File: src/rtl/mem_req_master.sv
// Command front end for the handshaked single-port memory: queues client commands,
// issues one access at a time on valid/ready and returns one response per command,
// flagging accesses that the memory never acknowledged within TIMEOUT wait cycles.
module mem_req_master #(
    parameter int unsigned WIDTH      = 16,
    parameter int unsigned ADDR_WIDTH = 4,
    parameter int unsigned CMD_DEPTH  = 2,
    parameter int unsigned TIMEOUT    = 15
) (
    input  logic                  clk_i,
    input  logic                  rst_i,
    // client command side
    input  logic                  cmd_valid_i,
    output logic                  cmd_ready_o,
    input  logic                  cmd_wr_i,
    input  logic [ADDR_WIDTH-1:0] cmd_addr_i,
    input  logic [WIDTH-1:0]      cmd_wdata_i,
    // client response side
    output logic                  rsp_valid_o,
    input  logic                  rsp_ready_i,
    output logic [WIDTH-1:0]      rsp_rdata_o,
    output logic                  rsp_wr_o,
    output logic                  rsp_err_o,
    // memory side
    output logic                  mem_valid_o,
    output logic                  mem_wr_rd_en_o,
    output logic [ADDR_WIDTH-1:0] mem_addr_o,
    output logic [WIDTH-1:0]      mem_wdata_o,
    input  logic                  mem_ready_i,
    input  logic [WIDTH-1:0]      mem_rdata_i
);

    localparam int unsigned PtrW = (CMD_DEPTH > 1) ? $clog2(CMD_DEPTH) : 1;
    localparam int unsigned CntW = $clog2(CMD_DEPTH + 1);
    localparam int unsigned TmoW = $clog2(TIMEOUT + 1);

    typedef enum logic [1:0] {StIdle, StIssue, StWait, StRsp} state_e;

    // Command FIFO storage and bookkeeping
    logic                  fifo_wr_q    [CMD_DEPTH];
    logic [ADDR_WIDTH-1:0] fifo_addr_q  [CMD_DEPTH];
    logic [WIDTH-1:0]      fifo_wdata_q [CMD_DEPTH];
    logic [PtrW-1:0]       wr_ptr_q, rd_ptr_q;
    logic [CntW-1:0]       count_q, count_d;
    logic                  cmd_ready_q;
    logic                  fifo_empty;
    logic                  push, pop;

    // FSM state and registered outputs
    state_e                state_q;
    logic [TmoW-1:0]       tmo_q;
    logic                  mem_valid_q;
    logic                  mem_wr_q;
    logic [ADDR_WIDTH-1:0] mem_addr_q;
    logic [WIDTH-1:0]      mem_wdata_q;
    logic                  rsp_valid_q;
    logic                  rsp_wr_q;
    logic                  rsp_err_q;
    logic [WIDTH-1:0]      rsp_rdata_q;

    assign fifo_empty = (count_q == '0);
    assign push       = cmd_valid_i && cmd_ready_q;
    // The head leaves the FIFO whenever the FSM moves into ISSUE.
    assign pop        = !fifo_empty &&
                        ((state_q == StIdle) || ((state_q == StRsp) && rsp_ready_i));

    // Occupancy next state; a simultaneous push and pop cancel out
    always_comb begin
        count_d = count_q;
        if (push && !pop) begin
            count_d = count_q + CntW'(1);
        end else if (!push && pop) begin
            count_d = count_q - CntW'(1);
        end
    end

    // FIFO payload storage; contents are don't-care while the slot is empty
    always_ff @(posedge clk_i) begin
        if (push) begin
            fifo_wr_q[wr_ptr_q]    <= cmd_wr_i;
            fifo_addr_q[wr_ptr_q]  <= cmd_addr_i;
            fifo_wdata_q[wr_ptr_q] <= cmd_wdata_i;
        end
    end

    // FIFO pointers, count and registered ready (held low during reset)
    always_ff @(posedge clk_i or negedge rst_i) begin
        if (!rst_i) begin
            wr_ptr_q    <= '0;
            rd_ptr_q    <= '0;
            count_q     <= '0;
            cmd_ready_q <= 1'b0;
        end else begin
            if (push) begin
                wr_ptr_q <= wr_ptr_q + PtrW'(1);
            end
            if (pop) begin
                rd_ptr_q <= rd_ptr_q + PtrW'(1);
            end
            count_q     <= count_d;
            cmd_ready_q <= (count_d != CntW'(CMD_DEPTH));
        end
    end

    // Access sequencing: IDLE -> ISSUE -> WAIT -> RSP, all outputs registered
    always_ff @(posedge clk_i or negedge rst_i) begin
        if (!rst_i) begin
            state_q     <= StIdle;
            tmo_q       <= '0;
            mem_valid_q <= 1'b0;
            mem_wr_q    <= 1'b0;
            mem_addr_q  <= '0;
            mem_wdata_q <= '0;
            rsp_valid_q <= 1'b0;
            rsp_wr_q    <= 1'b0;
            rsp_err_q   <= 1'b0;
            rsp_rdata_q <= '0;
        end else begin
            unique case (state_q)
                StIdle: begin
                    if (pop) begin
                        mem_valid_q <= 1'b1;
                        mem_wr_q    <= fifo_wr_q[rd_ptr_q];
                        mem_addr_q  <= fifo_addr_q[rd_ptr_q];
                        mem_wdata_q <= fifo_wdata_q[rd_ptr_q];
                        state_q     <= StIssue;
                    end
                end
                StIssue: begin
                    // mem_ready_i may still be high from the previous access; ignore it.
                    tmo_q   <= '0;
                    state_q <= StWait;
                end
                StWait: begin
                    if (mem_ready_i) begin
                        rsp_rdata_q <= mem_wr_q ? '0 : mem_rdata_i;
                        rsp_wr_q    <= mem_wr_q;
                        rsp_err_q   <= 1'b0;
                        rsp_valid_q <= 1'b1;
                        mem_valid_q <= 1'b0;
                        state_q     <= StRsp;
                    end else begin
                        tmo_q <= tmo_q + TmoW'(1);
                        if (tmo_q == TmoW'(TIMEOUT - 1)) begin
                            rsp_rdata_q <= '0;
                            rsp_wr_q    <= mem_wr_q;
                            rsp_err_q   <= 1'b1;
                            rsp_valid_q <= 1'b1;
                            mem_valid_q <= 1'b0;
                            state_q     <= StRsp;
                        end
                    end
                end
                StRsp: begin
                    if (rsp_ready_i) begin
                        rsp_valid_q <= 1'b0;
                        if (pop) begin
                            mem_valid_q <= 1'b1;
                            mem_wr_q    <= fifo_wr_q[rd_ptr_q];
                            mem_addr_q  <= fifo_addr_q[rd_ptr_q];
                            mem_wdata_q <= fifo_wdata_q[rd_ptr_q];
                            state_q     <= StIssue;
                        end else begin
                            state_q <= StIdle;
                        end
                    end
                end
            endcase
        end
    end

    assign cmd_ready_o    = cmd_ready_q;
    assign rsp_valid_o    = rsp_valid_q;
    assign rsp_rdata_o    = rsp_rdata_q;
    assign rsp_wr_o       = rsp_wr_q;
    assign rsp_err_o      = rsp_err_q;
    assign mem_valid_o    = mem_valid_q;
    assign mem_wr_rd_en_o = mem_wr_q;
    assign mem_addr_o     = mem_addr_q;
    assign mem_wdata_o    = mem_wdata_q;

endmodule
File: config.mk
export PLATFORM = sky130hd
export DESIGN_NAME = mem_req_master
export DESIGN_NICKNAME = d
export VERILOG_FILES = /design/src/rtl/mem_req_master.sv
export SDC_FILE = /design/constraint.sdc
export NUM_CORES = 1
export LEC_CHECK = 0
export BUFFER_PORTS_ARGS = -buffer_cell sky130_fd_sc_hd__buf_2
export CAP_MARGIN = 20
export CORE_MARGIN = 3
export CORE_UTILIZATION = 33
export CTS_CLUSTER_SIZE = 30
export DETAILED_ROUTE_END_ITERATION = 10
export MAX_ROUTING_LAYER = met4
export PLACE_DENSITY_LB_ADDON = 0.3
export SLEW_MARGIN = 20
export SYNTH_ARGS = -nofsm -noshare
export SYNTH_HDL_FRONTEND = slang
export SYNTH_SLANG_ARGS = --single-unit
File: constraint.sdc
create_clock -name clk_i -period 5.2 [get_ports clk_i]
set_input_delay 0.52 -clock clk_i [delete_from_list [all_inputs] [get_ports clk_i]]
set_output_delay 0.52 -clock clk_i [all_outputs]
set_load 0.01 [all_outputs]
# Word-level counts from Yosys, hierarchy flattened
# Memories as Yosys holds them, arrays and structs flattened.
# Cells that the tools add are included.
[word_totals] reg_bits=52 latchBits=0 ram_bits=42 mem_bits_ro=0 in_bits=42 word_cells=89 memories=3
[classes] addsub=5 n_mul=0 div=0 order_cmp=0 n_eq_ne=9 shifts=0 mux=36 bitwise=0 reduce_logical=22
[mem_list] name="fifo_wdata_q" words=2 word_bits=16 read_ports=1 rd_clocked_by_memory_dff=0 wr=1 line_no="42" rtl="logic [WIDTH-1:0] fifo_wdata_q [CMD_DEPTH];"
[mem_list] name="fifo_addr_q" words=2 word_bits=4 read_ports=1 rd_clocked_by_memory_dff=0 wr=1 line_no="41" rtl="logic [ADDR_WIDTH-1:0] fifo_addr_q [CMD_DEPTH];"
[mem_list] name="fifo_wr_q" words=2 word_bits=1 read_ports=1 rd_clocked_by_memory_dff=0 wr=1 line_no="40" rtl="logic fifo_wr_q [CMD_DEPTH];"
[ops] op="$mux W16" count=5
[ops] op="$pmux W16 S2" count=1
[ops] op="$pmux W4 S2" count=2
[ops] op="$mux W1" count=15
[ops] op="$mux W2" count=6
[ops] op="$mux W4" count=3
[ops] op="$reduce_and A3 Y1" count=3
[ops] op="$ne A2 B2 Y1 const B" count=4
[ops] op="$pmux W2 S4" count=1
[ops] op="$reduce_bool A2 Y1" count=4
[ops] op="$reduce_and A2 Y1" count=3
[ops] op="$logic_and A1 B1 Y1" count=5
[ops] op="$add A4 B1 Y4 const B" count=1
[ops] op="$eq A2 B2 Y1 const B" count=2
[ops] op="$eq A4 B4 Y1 const B" count=1
[ops] op="$logic_not A2 Y1" count=2
[ops] op="$pmux W1 S2" count=2
[ops] op="$logic_not A1 Y1" count=3
[ops] op="$ne A3 B3 Y1 const B" count=1
[ops] op="$pmux W1 S3" count=1
[ops] op="$reduce_bool A3 Y1" count=1
[ops] op="$add A1 B1 Y1 const B" count=2
[ops] op="$add A2 B1 Y2 const B" count=1
[ops] op="$eq A2 B1 Y1 const B" count=1
[ops] op="other kinds (2)" count=2

# Depth between registers and ports, before layout
# Gate-level depths: netlist of run 1.
[depth] depth_word=8 ltp_mapped=8 mapped_depth_nobuf=6

# Least setup slack after synthesis of run 1
# No wires, ideal clock.
[synth_path] path_type="input to register" from="input cmd_valid_i" to="memory fifo_addr_q[0][0] (enable)" t_arrival_ns=1.519 path_slack_ns=3.282 cell_stages=2 path_cell_list="nand2_1 > nor2_1"
[synth_via] elab_chain_len=3
[synth_lines] item="start: declaration" line_no="13" rtl="input logic cmd_valid_i,"
[synth_lines] item="$logic_and A1 B1 Y1" line_no="62" rtl="assign push = cmd_valid_i && cmd_ready_q;"
[synth_lines] item="$mux W1" line_no="79" rtl="if (push) begin"
[synth_lines] item="$mux W1 (not written as such)" line_no="81" rtl="fifo_addr_q[wr_ptr_q] <= cmd_addr_i;"
[synth_lines] item="end: declaration" line_no="41"
# Every way passes these cells.

# Worst setup path in the final report of run 1
[layout_path] from="register tmo_q[0]" to="register rsp_wr_q, in the netlist rsp_wr_o"
[layout_via] elab_chain_len=3
[layout_lines] item="start: declaration" line_no="51" rtl="logic [TmoW-1:0] tmo_q;"
[layout_lines] item="start signal: assignment" line_no="143" rtl="tmo_q <= tmo_q + TmoW'(1);"
[layout_lines] item="$eq A4 B4 Y1" line_no="144" rtl="if (tmo_q == TmoW'(TIMEOUT - 1)) begin"
[layout_lines] item="$reduce_bool A2 Y1 (no line)"
[layout_lines] item="$reduce_and A2 Y1 (no line)"
[layout_lines] item="end signal: assignment" line_no="137" rtl="rsp_wr_q <= mem_wr_q;"
[layout_lines] item="end signal: assignment" line_no="146" rtl="rsp_wr_q <= mem_wr_q;"
[layout_lines] item="end: declaration" line_no="57" rtl="logic rsp_wr_q;"
# Every way passes these cells.
# A chain may end at the register's enable or synchronous reset.

==> run metrics, run 1 <==
# resized after CTS 0; xor/xnor cell area share of the yosys netlist under 10%; largest net degree at the start of global routing 53; H-Tree Depth 3; post-route total power ~2.7 mW; Leak roughly 2.1 nW; setup repair after global routing missed its margin false; multiplexer area fraction after synthesis under 10%; IO Pins between 80 and 90; share of cells above drive strength 1 between 30% and 40%; hold_buf cts 0; Peak VDD IR approximately 280 uV; Final setup viols 0; cts bufs inserted 9; Port Buf Inserts between 80 and 90; crit share post-route around 46%; Hold Path Class in -> async; FP Rows 38; vias per std cell between 4 and 5; Seq/Total Area, Yosys approximately 67%; # fillers 1,070; Die ar. about 13,000 um2; P&R area growth vs syn 20.64%; WL final 7021 um; Simple-Gate Fraction of Synth Area just over 8%; Post-CTS Setup Bufs 0; Post-Syn Area 3831 um2; Synth Area in Compound Gates roughly a tenth; vias 2,347; Post-Synth Adder-Cell Area 2.613%; drc violations 0; fin nets between 400 and 500; yosys warns 0; total negative slack 0 ps; vias in the first global route roughly 2,200; worst-margin pin slew 1068 ps; status finished clean; Syn Nets 340; number of routed nets with antenna violations 0; DIE HEIGHT ~110 um; All-Layer GR Usage 11.68%; CTS tree yes; Final Max Tran Viols 0; TritonRoute pass-1 iters 4; fin crit period ~2400 ps; most common cell after layout, fill and taps aside buf_2; final hold vios 0; Setup crit start kind flip-flop; CP required 5420 ps; clock transition at the registers of the reported paths 60 ps; Horiz. Die Dim approximately 110 um; PwrDens ~600 nW/um2; worst-path maximum fanout 35; global-route wire length before repair between 10,000 and 15,000 um; largest family of logic cells by synthesized area compound AO/OA/AOI/OAI gates; RePlAce Congestion between 0.7 and 0.8; flops & latches, synth 94; most frequent cells in the layout 83 x buf_2, 60 x nand2_1, 52 x dfrtp_1, 42 x edfxtp_1, 23 x mux2i_1; n_diodes 0; Post-Syn Instances between 200 and 300; Initial Util about a third; Max-Cap Viols 0; number of synthesized flops with an enable pin 42; Slew headroom between 20 and 30%; # clock sinks 94; average wire per standard cell 13.61 um; DRT iter0 DRCs 155; Crit. End Element flip-flop; ys flop type dfrtp_1; initial antenna violation count 0; Post-DP HPWL approximately 4600 um; syn avg cell area between 10 and 15 um2; Worst Skew 3.636 ps; total core area around 11,000 um2; CTS max path bufs 2; GR Overflow Total 0; Setup CP Type reg -> reg; ys async rst share between 50 and 60%; worst path arrival time 2620 ps; Root Buffer clkbuf_16; Clock Latency Late Sink around 330 ps; Fmax around 420 MHz; library cells used by synthesis 37
==> Yosys cell counts (all sizes together), types with 2 or more instances <==
cell     n  share of area [%]
a22oi    2               0.39
clkbuf   5               0.59
edfxtp  42                 33
xnor2    5                1.1
o21ai   45                7.6
nor2b    2               0.33
buf     11                2.7
mux2i   23                6.0
inv      7               0.69
a21o     2               0.39
nand2   60                5.9
ha       8                2.6
and2     2               0.33
nor2     3               0.29
nand2b   4               0.65
a21oi    3               0.39
dfrtp   52                 34
a31oi    2               0.33
==> registers in the layout, indices dropped and copies added (netlist names), 2 cells and up <==
signal,flops
fifo_wdata_q,32
fifo_wr_q,2
fifo_addr_q,8
state_q,2
mem_wdata_o,16
count_q,2
mem_addr_o,4
tmo_q,4
rsp_rdata_o,16
==> cell families (layout without fill, tap and decap cells) <==
family | after synthesis | count (layout)
buffers and inverters | 23 | 109
AOI/OAI and AO/OA | 60 | 60
and+or+nand+nor | 75 | 75
DFF | 94 | 94
adders and majority gates | 8 | 8
xor gates and xnor gates | 6 | 6
muxes | 24 | 24
==> power by group <==
part | leakage [nW] | internal (mW) | switching [mW]
logic | 0.893 | 0.376 | 0.557
clock network | 0.143 | 0.376 | 0.275
registers | 1.05 | 1.03 | 0.116
total | 2.09 | 1.78 | 0.948
==> final cells by class <==
| type | instances | area, um2 | share of cell area [%] |
|---|---|---|---|
| flip-flops and latches | 94 | 2562 | 55.44 |
| clock buffers | 10 | 229.0 | 4.954 |
| well taps | 140 | 175.2 | 3.790 |
| repair buffers | 86 | 437.9 | 9.475 |
| clock inverters | 6 | 68.82 | 1.489 |
| inverters | 7 | 26.28 | 0.5685 |
| multi-input cells | 173 | 1122 | 24.28 |
==> per-stage QoR <==
stage	instances	worst slack, ps	utilization (%)	hold WS (ps)	cell area, um2
floorplan	290	3282	-	224.4	3831
global placement	500	2888	39.01	457.2	4322
detailed placement	500	2786	39.01	464.3	4322
CTS	516	2803	41.70	346.3	4619
global route	516	2626	41.72	349.3	4622
finish	516	2794	41.72	312.1	4622
==> worst paths after layout <==
| check | cells after the start | end | slack, ps | from |
|---|---|---|---|---|
| min in group clk_i | 1 | fifo_wdata_q[1][13] | 370 | cmd_wdata_i[13] |
| max | 5 | rsp_wr_o | 2790 | tmo_q[0] |
| max in group asynchronous | 2 | mem_wdata_o[4] | 4430 | rst_i |
| max reg2reg | 5 | rsp_wr_o | 2790 | tmo_q[0] |
| min reg2reg | 2 | mem_wdata_o[3] | 480 | mem_wdata_o[3] |
| min | 2 | rsp_err_o | 310 | rst_i |
==> per-layer routing <==
layer | GRT usage (%) | share of wire [%] | up-vias
met4 | 3.606 | 1.4 | 0
met2 | 17.82 | 47 | 66
met3 | 4.350 | 7.2 | 8
met1 | 14.53 | 45 | 1089
li1 | - | - | 1184
met5 | - | 0 | -
==> critical path: stages, from the launching register on <==
cell	delay [ps]
dfrtp_1	410
inv_1	90
ha_1	210
a31oi_1	320
nand2b_1	850
mux2_2	410
Power figures use the tool's default switching activity.
==> inputs of run 2 (changes only) <==
Clock period 5.2 ns to 1.95 ns, I/O delays scaled along.
==> run metrics, run 2 (synthesis results as in run 1) <==
vias 2,351 (was 2,347); Largest register FFs 32 (unchanged); number of routed nets with antenna violations 0 (unchanged); CTS tree yes (unchanged); total negative slack 0 ps (unchanged); # clock sinks 94 (unchanged); largest register by flop count fifo_wdata_q (unchanged); Peak VDD IR 658.1 uV (was 280.1 uV); setup repair after global routing missed its margin false (unchanged); Post-CTS Setup Bufs 0 (unchanged); Fmax 548.9 MHz (was 415.7 MHz); status finished clean (unchanged); CP required 2170 ps (was 5420 ps); global-route wire length before repair 11,650 um (was 11,240 um); Final setup viols 0 (unchanged); RePlAce Congestion 0.7152 (was 0.7196); GR Overflow Total 0 (unchanged); Setup CP Type reg -> reg (unchanged); Port Buf Inserts 83 (unchanged); most frequent cells in the layout 83 x buf_2, 60 x nand2_1, 52 x dfrtp_1, 42 x edfxtp_1, 23 x mux2i_1 (unchanged); Root Buffer clkbuf_16 (unchanged); Horiz. Die Dim 113.7 um (unchanged); Leak 2.116 nW (was 2.090 nW); clock transition at the registers of the reported paths 70 ps (was 60 ps); worst-margin pin slew 381.3 ps (was 1068 ps); Post-DP HPWL 4650 um (was 4613 um); share of cells above drive strength 1 33.77% (was 33.24%); total core area 11,080 um2 (unchanged); Setup crit start kind flip-flop (unchanged); initial antenna violation count 0 (unchanged); Slew headroom 74.58% (was 28.81%); fin nets 427 (was 421); post-layout util 42.27% (was 41.72%); Reg-to-Reg End mem_wdata_o[0] (was rsp_wr_o); IO Pins 84 (unchanged); DRT iter0 DRCs 90 (was 155); WL final 7071 um (was 7021 um); Hold Path Cell Cnt 1; post-route total power 7.253 mW (was 2.732 mW); drc violations 0 (unchanged); Max-Cap Viols 0 (unchanged); largest net degree at the start of global routing 53 (unchanged); final hold slack 48.11 ps (was 312.1 ps); Hold Path Class in -> reg (was in -> async); PwrDens 1549 nW/um2 (was 591.2 nW/um2); average wire per standard cell 13.55 um (was 13.61 um); Crit. End Element flip-flop (unchanged); Hold EP fifo_addr_q[0][3]; All-Layer GR Usage 11.98% (was 11.68%); Die ar. 12,940 um2 (unchanged); most common cell after layout, fill and taps aside buf_2 (unchanged); TritonRoute pass-1 iters 4 (unchanged); crit share post-route 93.42% (was 46.27%); hold_sp cmd_addr_i[3]; n_diodes 0 (unchanged); vias per std cell 4.504 (was 4.548); R2R Setup Slk 130 ps (was 2790 ps); worst reg2reg path depth 7 (was 5); Clock Latency Late Sink 330 ps (about the same); FP Rows 38 (unchanged); Final Max Tran Viols 0 (unchanged); fin crit period 1822 ps (was 2406 ps); reg-to-reg startpoint state_q[0] (was tmo_q[0]); Worst Skew 5.836 ps (was 3.636 ps); final hold vios 0 (unchanged); vias in the first global route 2,329 (was 2,208); CTS max path bufs 2 (unchanged); DIE HEIGHT 113.7 um (unchanged); Initial Util 34.58% (unchanged); worst-path maximum fanout 43 (was 35); cts bufs inserted 9 (unchanged); P&R area growth vs syn 22.24% (was 20.64%); H-Tree Depth 3 (unchanged); worst path arrival time 2040 ps (was 2620 ps)
## run 2: how the worst max path moves through the flow
stage	start	end
after detailed placement	tmo_q[0]	rsp_rdata_o[2]
after floorplan	cmd_ready_o	fifo_addr_q[0][0]
after global routing	tmo_q[0]	rsp_rdata_o[15]
after CTS	tmo_q[0]	rsp_rdata_o[2]
final	state_q[0]	mem_wdata_o[0]
after global placement	state_q[0]	mem_wdata_o[1]
## run 2: area by class of cell
cell class,count,area [um2]
fill,1077,6395
inverter,7,26.28
sequential,94,2562
multi-input combinational,173,1126
clock buffer,12,246.5
tap,140,175.2
clock inverter,4,32.53
timing repair buffer,92,514.2
## run 2: power by group
group	internal (mW)	leakage [nW]	switching (mW)
clock network	0.905	0.129	0.718
registers	2.75	1.05	0.308
logic	1.08	0.933	1.49
## run 2: critical path, cell delays in order (launching register included)
cell and delay [ps]:
dfrtp_1 400, inv_1 160, ha_1 240, mux2i_1 80
or3_2 440, buf_12 210, nand2_1 100, o21ai_2 50
## run 2: stage by stage
stage               area [um2]  setup WS, ps  std cells
floorplan                 3831         121.7        290
global placement          4384         174.5        505
detailed placement        4384         127.0        505
CTS                       4673         66.60        522
global route              4683         18.75        522
finish                    4683         128.3        522
## run 2: repair_timing
| item | in CTS | in global routing |
|---|---|---|
| endpoints found under the hold margin | 52 | 0 |
| endpoints found under the setup margin | 0 | 16 |
| hold buffers | 1 | 0 |
| resized for setup | 0 | 2 |
## run 2: routing by layer
metal  routed length (um)  track usage [%]
met2                 3317            18.37
met1                 3200            14.97
met4                   57            3.846
met5                    0                -
met3                  495            4.138
